File: src/rtl/uart_tx_fifo.sv
// uart_tx_fifo: byte FIFO feeding an LSB-first 8N1 UART transmitter.
// Ports: clk, rst_n, tx_data/tx_valid/tx_ready, uart_tx, tx_busy, fifo_count; UART_TX_PARITY_EN adds even parity.
module uart_tx_fifo #(
  parameter int unsigned DELAY_FRAMES = 234,
  parameter int unsigned FIFO_DEPTH   = 4
) (
  input  logic                        clk,
  input  logic                        rst_n,
  input  logic [7:0]                  tx_data,
  input  logic                        tx_valid,
  output logic                        tx_ready,
  output logic                        uart_tx,
  output logic                        tx_busy,
  output logic [$clog2(FIFO_DEPTH):0] fifo_count
);

  localparam int unsigned AW = $clog2(FIFO_DEPTH);
  localparam int unsigned CW = AW + 1;
  localparam logic [15:0] LAST = 16'(DELAY_FRAMES - 1);
  localparam logic [CW-1:0] FULL = CW'(FIFO_DEPTH);

  typedef enum logic [2:0] {
    S_IDLE,
    S_START,
    S_DATA,
`ifdef UART_TX_PARITY_EN
    S_PARITY,
`endif
    S_STOP
  } state_t;

  logic [7:0]    mem_q [FIFO_DEPTH];
  logic [AW-1:0] wr_ptr_q;
  logic [AW-1:0] rd_ptr_q;
  logic [CW-1:0] count_q;
  logic [CW-1:0] count_d;
  logic          avail_q;
  logic          busy_q;

  state_t        state_q;
  logic [15:0]   cnt_q;
  logic [2:0]    bit_q;
  logic [7:0]    shift_q;
  logic          tx_q;
`ifdef UART_TX_PARITY_EN
  logic          par_q;
`endif

  logic          push;
  logic          pop;
  logic          bit_end;
  logic          idle_next;
  logic [7:0]    head;

  assign tx_ready = (count_q != FULL);
  assign push     = tx_valid && tx_ready;
  assign bit_end  = (cnt_q == LAST);
  assign head     = mem_q[rd_ptr_q];

  // IDLE looks at a registered non-empty flag, so a fresh byte
  // starts its frame two edges after the write.
  assign pop = ((state_q == S_IDLE) && avail_q) ||
               ((state_q == S_STOP) && bit_end && (count_q != '0));

  assign idle_next = ((state_q == S_IDLE) && !avail_q) ||
                     ((state_q == S_STOP) && bit_end && (count_q == '0));

  always_comb begin
    count_d = count_q;
    case ({push, pop})
      2'b10:   count_d = count_q + 1'b1;
      2'b01:   count_d = count_q - 1'b1;
      default: count_d = count_q;
    endcase
  end

  always_ff @(posedge clk) begin
    if (push) begin
      mem_q[wr_ptr_q] <= tx_data;
    end
  end

  always_ff @(posedge clk or negedge rst_n) begin
    if (!rst_n) begin
      wr_ptr_q <= '0;
      rd_ptr_q <= '0;
      count_q  <= '0;
      avail_q  <= 1'b0;
      busy_q   <= 1'b0;
    end else begin
      if (push) begin
        wr_ptr_q <= wr_ptr_q + 1'b1;
      end
      if (pop) begin
        rd_ptr_q <= rd_ptr_q + 1'b1;
      end
      count_q <= count_d;
      avail_q <= (count_q != '0);
      // Rises one edge after a push; drops on the edge the FSM idles.
      busy_q  <= !idle_next || (count_q != '0);
    end
  end

  always_ff @(posedge clk or negedge rst_n) begin
    if (!rst_n) begin
      state_q <= S_IDLE;
      cnt_q   <= '0;
      bit_q   <= '0;
      shift_q <= '0;
      tx_q    <= 1'b1;
`ifdef UART_TX_PARITY_EN
      par_q   <= 1'b0;
`endif
    end else begin
      case (state_q)
        S_IDLE: begin
          cnt_q <= '0;
          if (avail_q) begin
            state_q <= S_START;
            shift_q <= head;
            tx_q    <= 1'b0;
`ifdef UART_TX_PARITY_EN
            par_q   <= ^head;
`endif
          end
        end
        S_START: begin
          if (bit_end) begin
            state_q <= S_DATA;
            cnt_q   <= '0;
            bit_q   <= '0;
            tx_q    <= shift_q[0];
          end else begin
            cnt_q <= cnt_q + 16'd1;
          end
        end
        S_DATA: begin
          if (bit_end) begin
            cnt_q <= '0;
            if (bit_q == 3'd7) begin
`ifdef UART_TX_PARITY_EN
              state_q <= S_PARITY;
              tx_q    <= par_q;
`else
              state_q <= S_STOP;
              tx_q    <= 1'b1;
`endif
            end else begin
              bit_q   <= bit_q + 3'd1;
              shift_q <= {1'b0, shift_q[7:1]};
              tx_q    <= shift_q[1];
            end
          end else begin
            cnt_q <= cnt_q + 16'd1;
          end
        end
`ifdef UART_TX_PARITY_EN
        S_PARITY: begin
          if (bit_end) begin
            state_q <= S_STOP;
            cnt_q   <= '0;
            tx_q    <= 1'b1;
          end else begin
            cnt_q <= cnt_q + 16'd1;
          end
        end
`endif
        S_STOP: begin
          if (bit_end) begin
            cnt_q <= '0;
            // Chain straight into the next start bit, no idle gap.
            if (count_q != '0) begin
              state_q <= S_START;
              shift_q <= head;
              tx_q    <= 1'b0;
`ifdef UART_TX_PARITY_EN
              par_q   <= ^head;
`endif
            end else begin
              state_q <= S_IDLE;
            end
          end else begin
            cnt_q <= cnt_q + 16'd1;
          end
        end
        default: begin
          state_q <= S_IDLE;
          cnt_q   <= '0;
          tx_q    <= 1'b1;
        end
      endcase
    end
  end

  assign uart_tx    = tx_q;
  assign tx_busy    = busy_q;
  assign fifo_count = count_q;

endmodule

File: config.mk
export PLATFORM = sky130hd
export DESIGN_NAME = uart_tx_fifo
export DESIGN_NICKNAME = d
export VERILOG_FILES = /design/src/rtl/uart_tx_fifo.sv
export SDC_FILE = /design/constraint.sdc
export NUM_CORES = 1
export LEC_CHECK = 0
export CAP_MARGIN = 20
export CORE_MARGIN = 2
export CORE_UTILIZATION = 25
export DETAILED_ROUTE_END_ITERATION = 10
export DONT_BUFFER_PORTS = 1
export PLACE_DENSITY = 0.48
export SYNTH_ARGS = -nofsm -noshare
export SYNTH_HDL_FRONTEND = slang
export SYNTH_SLANG_ARGS = --single-unit
File: constraint.sdc
create_clock -name clk -period 3 [get_ports clk]
set_clock_uncertainty 0.05 [all_clocks]
set_input_delay 0.6 -clock clk [delete_from_list [all_inputs] [get_ports clk]]
set_output_delay 0.6 -clock clk [all_outputs]
set_load 0.01 [all_outputs]
Word level (Yosys, flattened, before mapping)
Memory sizes are Yosys's and may differ from the RTL's.
Cells that the tools add are included.
{"block": "classes", "n_mux": 29, "n_reduce_logical": 22, "n_addsub": 6, "eq_ne": 15}
{"cell": "2-to-1 mux 8 bit", "count": 5}
{"cell": "2-to-1 mux 16 bit", "count": 2}
{"cell": "2-to-1 mux 3 bit", "count": 8}
{"cell": "case mux 8 bit (3 select lines)", "count": 1}
{"cell": "adder 16 x 1 -> 16 bit, second input constant", "count": 1}
{"cell": "== test 16 x 8 -> 1 bit, second input constant", "count": 1}
{"cell": "inequality test 2 bit, second input constant", "count": 6}
{"cell": "case mux 3 bit (2 select lines)", "count": 2}
{"cell": "case mux 3 bit (4 select lines)", "count": 1}
{"cell": "AND reduction 5 bit", "count": 2}
{"cell": "2-to-1 mux 1 bit", "count": 9}
{"cell": "adder 3 x 1 -> 3 bit, second input constant", "count": 2}
{"cell": "== test 3 x 2 -> 1 bit, second input constant", "count": 2}
{"cell": "logical AND 1 bit", "count": 6}
{"cell": "logical NOT 3 bit", "count": 2}
{"cell": "AND reduction 6 bit", "count": 1}
{"cell": "nonzero test 3 bit", "count": 2}
{"cell": "adder 2 x 1 -> 2 bit, second input constant", "count": 2}
{"cell": "case mux 1 bit (4 select lines)", "count": 1}
{"cell": "AND reduction 4 bit", "count": 1}
{"cell": "nonzero test 2 bit", "count": 2}
{"cell": "== test 3 x 1 -> 1 bit, second input constant", "count": 1}
{"cell": "== test 3 bit, second input constant", "count": 1}
{"cell": "logical OR 1 bit", "count": 3}
{"cell": "7 further kinds", "count": 8}
{"block": "totals", "input_bits": 11, "reg_bits": 40, "memories": 1, "wordCells": 83, "out_inout_bits": 6, "ram_bits": 32}
{"name": "mem_q", "words": 4, "width": 8, "read_ports": 1, "rd_clocked_by_memory_dff": 0, "wr": 1, "line_no": "32", "source": "logic [7:0] mem_q [FIFO_DEPTH];"}

Logic depth before layout (Yosys ltp)
Gate-level depths: netlist of run 1.
{"block": "logic_depth", "depth_word": 6, "depth_mapped": 10, "mapped_depth_nobuf": 10}

Least setup slack after synthesis of run 1
No wires, ideal clock.
{"block": "synth_path", "kind": "reg2reg", "startpoint": "register cnt_q[2]", "endpoint": "register count_q[1], in the netlist fifo_count[1]", "required_ps": 2825, "setup_ps": 125, "stages_incl_launch_ff": 8, "path_buffers": 1, "synth_period_minus_slack_ps": 2226, "setup_slack_ps": 774, "arrival_time_ps": 2052, "cell_sequence": "dfrtp_1 -> buf_6 -> nor4_4 -> nand4_1 -> o21ai_1 -> ha_1 -> fa_1 -> mux2_2"}
{"block": "synth_between", "elab_chain_len": 6, "elab_cells_between_ends": 8, "classes_between": "3 x eq/ne; 1 x mux; 4 x reduce/logical"}
{"item": "start: declaration", "line_no": "41", "source": "logic [15:0] cnt_q;"}
{"item": "start signal: assignment", "line_no": "134", "source": "cnt_q <= cnt_q + 16'd1;"}
{"item": "start signal: assignment", "line_no": "154", "source": "cnt_q <= cnt_q + 16'd1;"}
{"item": "start signal: assignment", "line_no": "183", "source": "cnt_q <= cnt_q + 16'd1;"}
{"item": "== test 16 x 8 -> 1 bit (*)", "line_no": "57", "source": "assign bit_end = (cnt_q == LAST);"}
{"item": "logical AND 1 bit (*) (2 in series)", "line_no": "63", "source": "((state_q == S_STOP) && bit_end && (count_q != '0));"}
{"item": "logical OR 1 bit (*)", "line_no": "62", "source": "assign pop = ((state_q == S_IDLE) && avail_q) ||"}
{"item": "named net pop", "line_no": "50", "source": "logic pop;"}
{"item": "== test 2 x 1 -> 1 bit or == test 2 bit (tied branches)", "line_no": "70", "source": "case ({push, pop})"}
{"item": "case mux 3 bit (2 select lines) (*)", "line_no": "70"}
{"item": "named net count_d[1]", "line_no": "36", "source": "logic [CW-1:0] count_d;"}
{"item": "end signal: assignment", "line_no": "97", "source": "count_q <= count_d;"}
{"item": "end: declaration", "line_no": "35", "source": "logic [CW-1:0] count_q;"}
The timed path passes the listed nets; every way through them passes the cells marked *.
A chain may end at the register's enable or synchronous reset.

Final worst setup path of run 1
{"block": "layout_path", "startpoint": "register cnt_q[1]", "endpoint": "register count_q[1], in the netlist fifo_count[1]"}
The elaborated chain is that of the path after synthesis.

==> results.json, run 1 <==
{
  "worst-path-buf-inv": 1,
  "clockBufferDepth": 2,
  "die_area_mm2": 0.0143,
  "reg2reg_from": "cnt_q[1]",
  "gr-total-overflow": 0,
  "power.density_mw_per_mm2": 987,
  "met2_usage_pct": 14.5,
  "cts_resized": 0,
  "power_leakage_nw": 1.50,
  "antenna_found_initial": 0,
  "core-area_mm2": 0.0132,
  "fillCellCount": 1305,
  "io_pins": 17,
  "initial_core_util_pct": 25.4,
  "syn_nets": 272,
  "peakVddDrop_uv": 327,
  "routed_wire_length_per_instance_um": 13.9,
  "clk_latency_ns": 0.33,
  "top_usage_layer": "met2",
  "cts_root_buf": "clkbuf_16",
  "die_y_um": 120,
  "yosys_most_used_dff": "dfrtp_1",
  "crit_chain": "inv_1 -> ha_1 -> and4bb_1 -> nand4_1 -> o21ai_1 -> ha_1 -> fa_1 -> mux2_2",
  "cp.required_ns": 3.16,
  "synth_top_area_share_pct": 28.7,
  "synth_edf_count": 32,
  "worst_slew_pin_slew_ns": 0.648,
  "synth_warnings": 0,
  "synth.most_common_cell": "dfrtp_1",
  "synth_area_leaders": "edfxtp_1 29%, dfrtp_1 28%, mux4_2 5.4%",
  "first_global_vias": 1912,
  "ys_async_sr_fraction_pct": 54.9,
  "track_usage_pct": 9.35,
  "drt-initial-drc-count": 107,
  "seq_area_frac_synth_pct": 57.8,
  "drt_wl_total_mm": 5.99,
  "timing.rr.end": "fifo_count[1]",
  "post-route-period-util_pct": 82.9,
  "die_w_um": 120,
  "first_pass_iters": 4,
  "critPathMaxFanout": 6,
  "rows": 42,
  "antennaDiodeCount": 0,
  "synth_common_cells": "38 x dfrtp_1, 32 x edfxtp_1, 20 x nor2_1",
  "grt_pass1_wl_mm": 10.2,
  "path_clk_slew_ns": 0.06,
  "nets": 277,
  "setup_viol": 0,
  "cts.sinks": 71,
  "synthCells": 246,
  "dp_slack_ns": 0.528,
  "final_max_slew_viol_count": 0,
  "endpoint_kind": "register",
  "htreeDepth": 3,
  "cp.arrival_ns": 2.65,
  "use_met3_pct": 4.04,
  "post-route-drc-count": 0,
  "hold_class": "in -> async",
  "dpl.hpwl_mm": 4.05,
  "path_delay_family": "adder cells",
  "status": "finished, final reports clean",
  "worstSetupPathType": "reg -> reg",
  "syn_area_per_cell_um2": 13.6,
  "syn_area_mm2": 0.00335,
  "postRouteAntennaNets": 0,
  "dr_total_vias": 1848,
  "drive_gt1_share_pct": 20.3,
  "tns_ns": 0,
  "layout-area-overhead-vs-synth_pct": 15.0,
  "yosysTopAreaCell": "edfxtp_1",
  "r2r_setup_slack_ns": 0.51,
  "slew_headroom_pct": 56.8,
  "maxCapViolations": 0,
  "grt_max_degree": 39,
  "place.gp.congestion": 0.754,
  "fin_crit_ns": 2.49,
  "portBuffers": 0,
  "numCtsBuffers": 9,
  "final_hold_viol_count": 0,
  "worst_r2r_path_depth": 8,
  "gr-usage-met1_pct": 11.6,
  "max_freq_ghz": 0.402,
  "cp_slowest_cell": "dfrtp_1",
  "tritoncts": "done",
  "path_depth": 8,
  "worst_path_largest_cell_delay_ns": 0.41,
  "viasPerCell": 4.28,
  "rsz0062_at_grt": "false",
  "final.setup.worst_slack_ns": 0.514,
  "synth_cell_type_count": 41,
  "cp-start-kind": "register",
  "synth-seq-cells": 71,
  "cp_common_cell": "ha_1"
}
-- flip-flops by register name, summed over array words and instances (netlist names) --
| name | cells |
|---|---|
| shift_q | 8 |
| mem_q | 32 |
| wr_ptr_q | 2 |
| cnt_q | 16 |
| bit_q | 3 |
| fifo_count | 3 |
| avail_q | 1 |
| state_q | 2 |
| uart_tx | 1 |
| rd_ptr_q | 2 |
| tx_busy | 1 |
-- routing by layer --
layer	vias up	share of wire, %
met4	0	1.0
met2	25	47
met5	-	0
li1	899	-
met1	920	47
met3	4	4.6
-- where the power goes --
group          internal, mW  switching [mW]  total (mW)
sequential             1.29           0.252        1.54
combinational         0.654           0.505        1.16
clock                 0.662           0.438        1.10
total                  2.61            1.19        3.80
-- metrics by stage --
step	hold slack [ns]	total power, mW	util [%]	cells	instance area [um^2]
2_1_floorplan	0.254	2.54	-	246	3350
5_1_grt	0.0333	4.07	29.2	432	3850
3_5_place_dp	0.259	2.74	26.7	415	3520
6_report	0.0522	3.80	29.2	432	3850
4_1_cts	0.0378	3.88	29.2	432	3850
3_3_place_gp	0.258	2.72	26.7	415	3520
-- placed cells by master, fill, tap and decap left out, types with 9 or more instances in the layout --
master      n
clkbuf_16   9
dfrtp_1    38
edfxtp_1   32
ha_1       14
inv_1       9
mux2_2     11
nand2_1    15
nor2_1     20
o21ai_0     9
xnor2_1    11
-- logic make-up after synthesis --
kind of cell	Yosys count	share of synthesized area, %
flops	71	57.8
buf+inv	17	2.65
xor+xnor	19	4.97
fa+ha+maj	15	5.83
simple gates	75	11.9
compound gates	21	3.88
mux	28	13.0
-- timing repair --
action                    4_1_cts  5_1_grt
buffers inserted                0        0
hold endpoints to repair       38        0
hold buffers                    1        0
-- worst max-delay path by stage --
stage | start | end | slack (ns)
6_report | cnt_q[1] | fifo_count[1] | 0.51
2_1_floorplan | cnt_q[2] | fifo_count[1] | 0.77
5_1_grt | cnt_q[1] | fifo_count[1] | 0.36
3_5_place_dp | cnt_q[1] | fifo_count[1] | 0.53
3_3_place_gp | cnt_q[2] | fifo_count[1] | 0.57
4_1_cts | cnt_q[1] | fifo_count[1] | 0.51
-- layout make-up --
| cell class | count | area, um^2 | area share, % |
|---|---|---|---|
| Timing Repair Buffer | 2 | 27.5 | 0.714 |
| Clock inverter | 7 | 85.1 | 2.21 |
| Multi-Input combinational cell | 158 | 1320 | 34.4 |
| Inverter | 9 | 33.8 | 0.877 |
| Clock buffer | 9 | 225 | 5.84 |
| Sequential cell | 71 | 1940 | 50.3 |
| Tap cell | 176 | 220 | 5.71 |
Power figures use the tool's default switching activity.
==> run 2: changes to the inputs <==
--- a/config.mk
+++ b/config.mk
@@ -10,7 +10,7 @@
 export CORE_UTILIZATION = 25
 export DETAILED_ROUTE_END_ITERATION = 10
 export DONT_BUFFER_PORTS = 1
-export PLACE_DENSITY = 0.48
+export PLACE_DENSITY = 0.5
 export SYNTH_ARGS = -nofsm -noshare
 export SYNTH_HDL_FRONTEND = slang
 export SYNTH_SLANG_ARGS = --single-unit
==> constraint.sdc (replaced) <==
create_clock -name clk -period 2.26 [get_ports clk]
set_clock_uncertainty 0.05 [all_clocks]
set_input_delay 0.452 -clock clk [delete_from_list [all_inputs] [get_ports clk]]
set_output_delay 0.452 -clock clk [all_outputs]
set_load 0.01 [all_outputs]
==> run 2 against run 1 <==
Sequential share of layout area decreased by 3.1 points. Critical endpoint unchanged. Critical path type unchanged. Non-clock buffer count grew 30. Cell area increased by 6.7%. First-iteration DRC count grew 23%.
==> results.json, run 2 (synthesis gave the netlist of run 1 again) <==
{
  "p_int_mw": 3.72,
  "clockBufferDepth": 2,
  "grt_max_degree": 40,
  "gr-total-overflow": 0,
  "nets": 307,
  "numCtsBuffers": 9,
  "worstSetupPathType": "reg -> reg",
  "post-route-period-util_pct": 99.4,
  "viasPerCell": 4.22,
  "critPathMaxFanout": 2,
  "path_clk_slew_ns": 0.06,
  "power.density_mw_per_mm2": 1310,
  "final_cell_mix": "37 x dfrtp_1, 32 x edfxtp_1, 29 x buf_4",
  "core-area_mm2": 0.0132,
  "sw_frac_of_total_pct": 30.8,
  "cp-start-kind": "register",
  "drt_wl_total_mm": 6.25,
  "antenna_found_initial": 0,
  "power_leakage_nw": 1.64,
  "dp_cells": 438,
  "slew_headroom_pct": 70.6,
  "cp_slowest_cell": "dfrtp_1",
  "power_frac_comb_pct": 37.0,
  "final.setup.worst_slack_ns": 0.0140,
  "largest_reg_flops": 32,
  "path_delay_family": "adder cells",
  "final_max_slew_viol_count": 0,
  "dp_slack_ns": 0.00622,
  "routed_wire_length_per_instance_um": 13.5,
  "worst-path-buf-inv": 1,
  "portBuffers": 0,
  "io_pins": 17,
  "antennaDiodeCount": 0,
  "final_hold_viol_count": 0,
  "crit_chain": "inv_2 -> ha_4 -> and4bb_1 -> nand4_1 -> o21ai_2 -> ha_2 -> fa_1 -> mux2_4",
  "dr_total_vias": 1948,
  "htreeDepth": 3,
  "reg_top3": "mem_q (32), cnt_q (16), shift_q (8)",
  "startpoint": "cnt_q[1]",
  "tritoncts": "done",
  "p_seq_share_pct": 36.5,
  "worst_path_largest_cell_delay_ns": 0.40,
  "die_area_mm2": 0.0143,
  "track_usage_pct": 9.64,
  "drive_gt1_share_pct": 30.1,
  "regMostFlops": "mem_q",
  "fin_crit_ns": 2.25,
  "maxCapViolations": 0,
  "max_freq_ghz": 0.445,
  "rsz0062_at_grt": "true",
  "rows": 42,
  "dpl.hpwl_mm": 4.23,
  "cts_root_buf": "clkbuf_16",
  "status": "finished, final reports clean",
  "worst_slew_pin_slew_ns": 0.436,
  "power.share.clock_pct": 26.5,
  "final_common_cell": "dfrtp_1",
  "hp-start": "tx_data[4]",
  "grt_pass1_wl_mm": 10.4,
  "cts.sinks": 71,
  "post-route-drc-count": 0,
  "fillCellCount": 1330,
  "initial_core_util_pct": 25.4,
  "reg2reg_from": "cnt_q[1]",
  "first_pass_iters": 4,
  "cp.required_ns": 2.43,
  "die_y_um": 120,
  "place.gp.congestion": 0.731,
  "endpoint_kind": "register",
  "switchingPower_mw": 1.66,
  "layout-area-overhead-vs-synth_pct": 22.7,
  "clk_latency_ns": 0.34,
  "stdcell_count": 462,
  "peakVddDrop_uv": 664,
  "cp.arrival_ns": 2.41,
  "drt-initial-drc-count": 132,
  "die_w_um": 120,
  "hold_class": "in -> reg",
  "postRouteAntennaNets": 0,
  "first_global_vias": 2046,
  "setup_viol": 0
}
## run 2: cell types whose count changed in the layout (fill, tap and decap cells not counted), sizes merged
cell	previous run	this run
buf	2	31
clkbuf	9	10
clkinv	1	0
clkinvlp	0	3
dlygate4sd3	0	1
inv	14	11
## run 2: timing repair
item | in CTS | in global routing
setup buffers | 1 | 5
resized for setup | 1 | 7
hold endpoints to repair | 39 | 0
setup endpoints to repair | 1 | 2
pin swaps | 1 | 4
hold buffers | 2 | 0
## run 2: layout make-up
cell class | instances | area [um^2] | area share (%)
Sequential cell | 71 | 1940 | 47.2
Timing Repair Buffer | 32 | 268 | 6.51
Clock inverter | 6 | 70.1 | 1.70
Multi-Input combinational cell | 158 | 1350 | 32.9
Inverter | 9 | 33.8 | 0.822
Clock buffer | 10 | 229 | 5.57
Tap cell | 176 | 220 | 5.36
## run 2: power groups by stage
| stage | combinational [mW] | clock (mW) | sequential, mW |
|---|---|---|---|
| global route | 2.19 | 1.54 | 2.00 |
| CTS | 1.92 | 1.47 | 1.95 |
| floorplan | 1.46 | 0 | 1.91 |
| finish | 1.99 | 1.42 | 1.96 |
| global placement | 1.85 | 0 | 1.96 |
| detailed placement | 1.88 | 0 | 1.97 |
## run 2: final timing paths
path                       slack [ns]       endpoint  cells past startpoint
max                              0.01  fifo_count[1]                      8
min                              0.16    mem_q[0][4]                      0
max reg2reg                      0.01  fifo_count[1]                      8
min reg2reg                      0.47     shift_q[2]                      1
max in group asynchronous        1.36        uart_tx                      2
min in group asynchronous        0.54       cnt_q[5]                      2
## run 2: worst register-to-register path, delay by kind of cell (launching register included)
kind                     cells  cell delay, ns
AO/OA/AOI/OAI                1            0.22
adder cells (fa/ha/maj)      3            0.73
buffers and inverters        1            0.07
flip-flops                   1            0.40
multiplexers                 1            0.28
AND/OR/NAND/NOR              2            0.38
## run 2: metal layers
metal  up-vias  wire length [um]  GRT usage (%)
met5         -                 0              0
met3         7               253           3.71
li1        959                 -              -
met4         0               111           4.85
met2        28              3100           15.5
met1       954              2790           11.2
## run 2: metrics by stage
stage | area, um^2 | power [mW] | setup TNS, ns | util, % | hold WS [ns]
floorplan | 3350 | 3.37 | 0 | - | 0.106
CTS | 4050 | 5.35 | 0 | 30.7 | 0.143
finish | 4110 | 5.38 | 0 | 31.2 | 0.157
global placement | 3710 | 3.81 | 0 | 28.1 | 0.110
detailed placement | 3710 | 3.86 | 0 | 28.1 | 0.110
global route | 4110 | 5.73 | -0.153 | 31.2 | 0.135
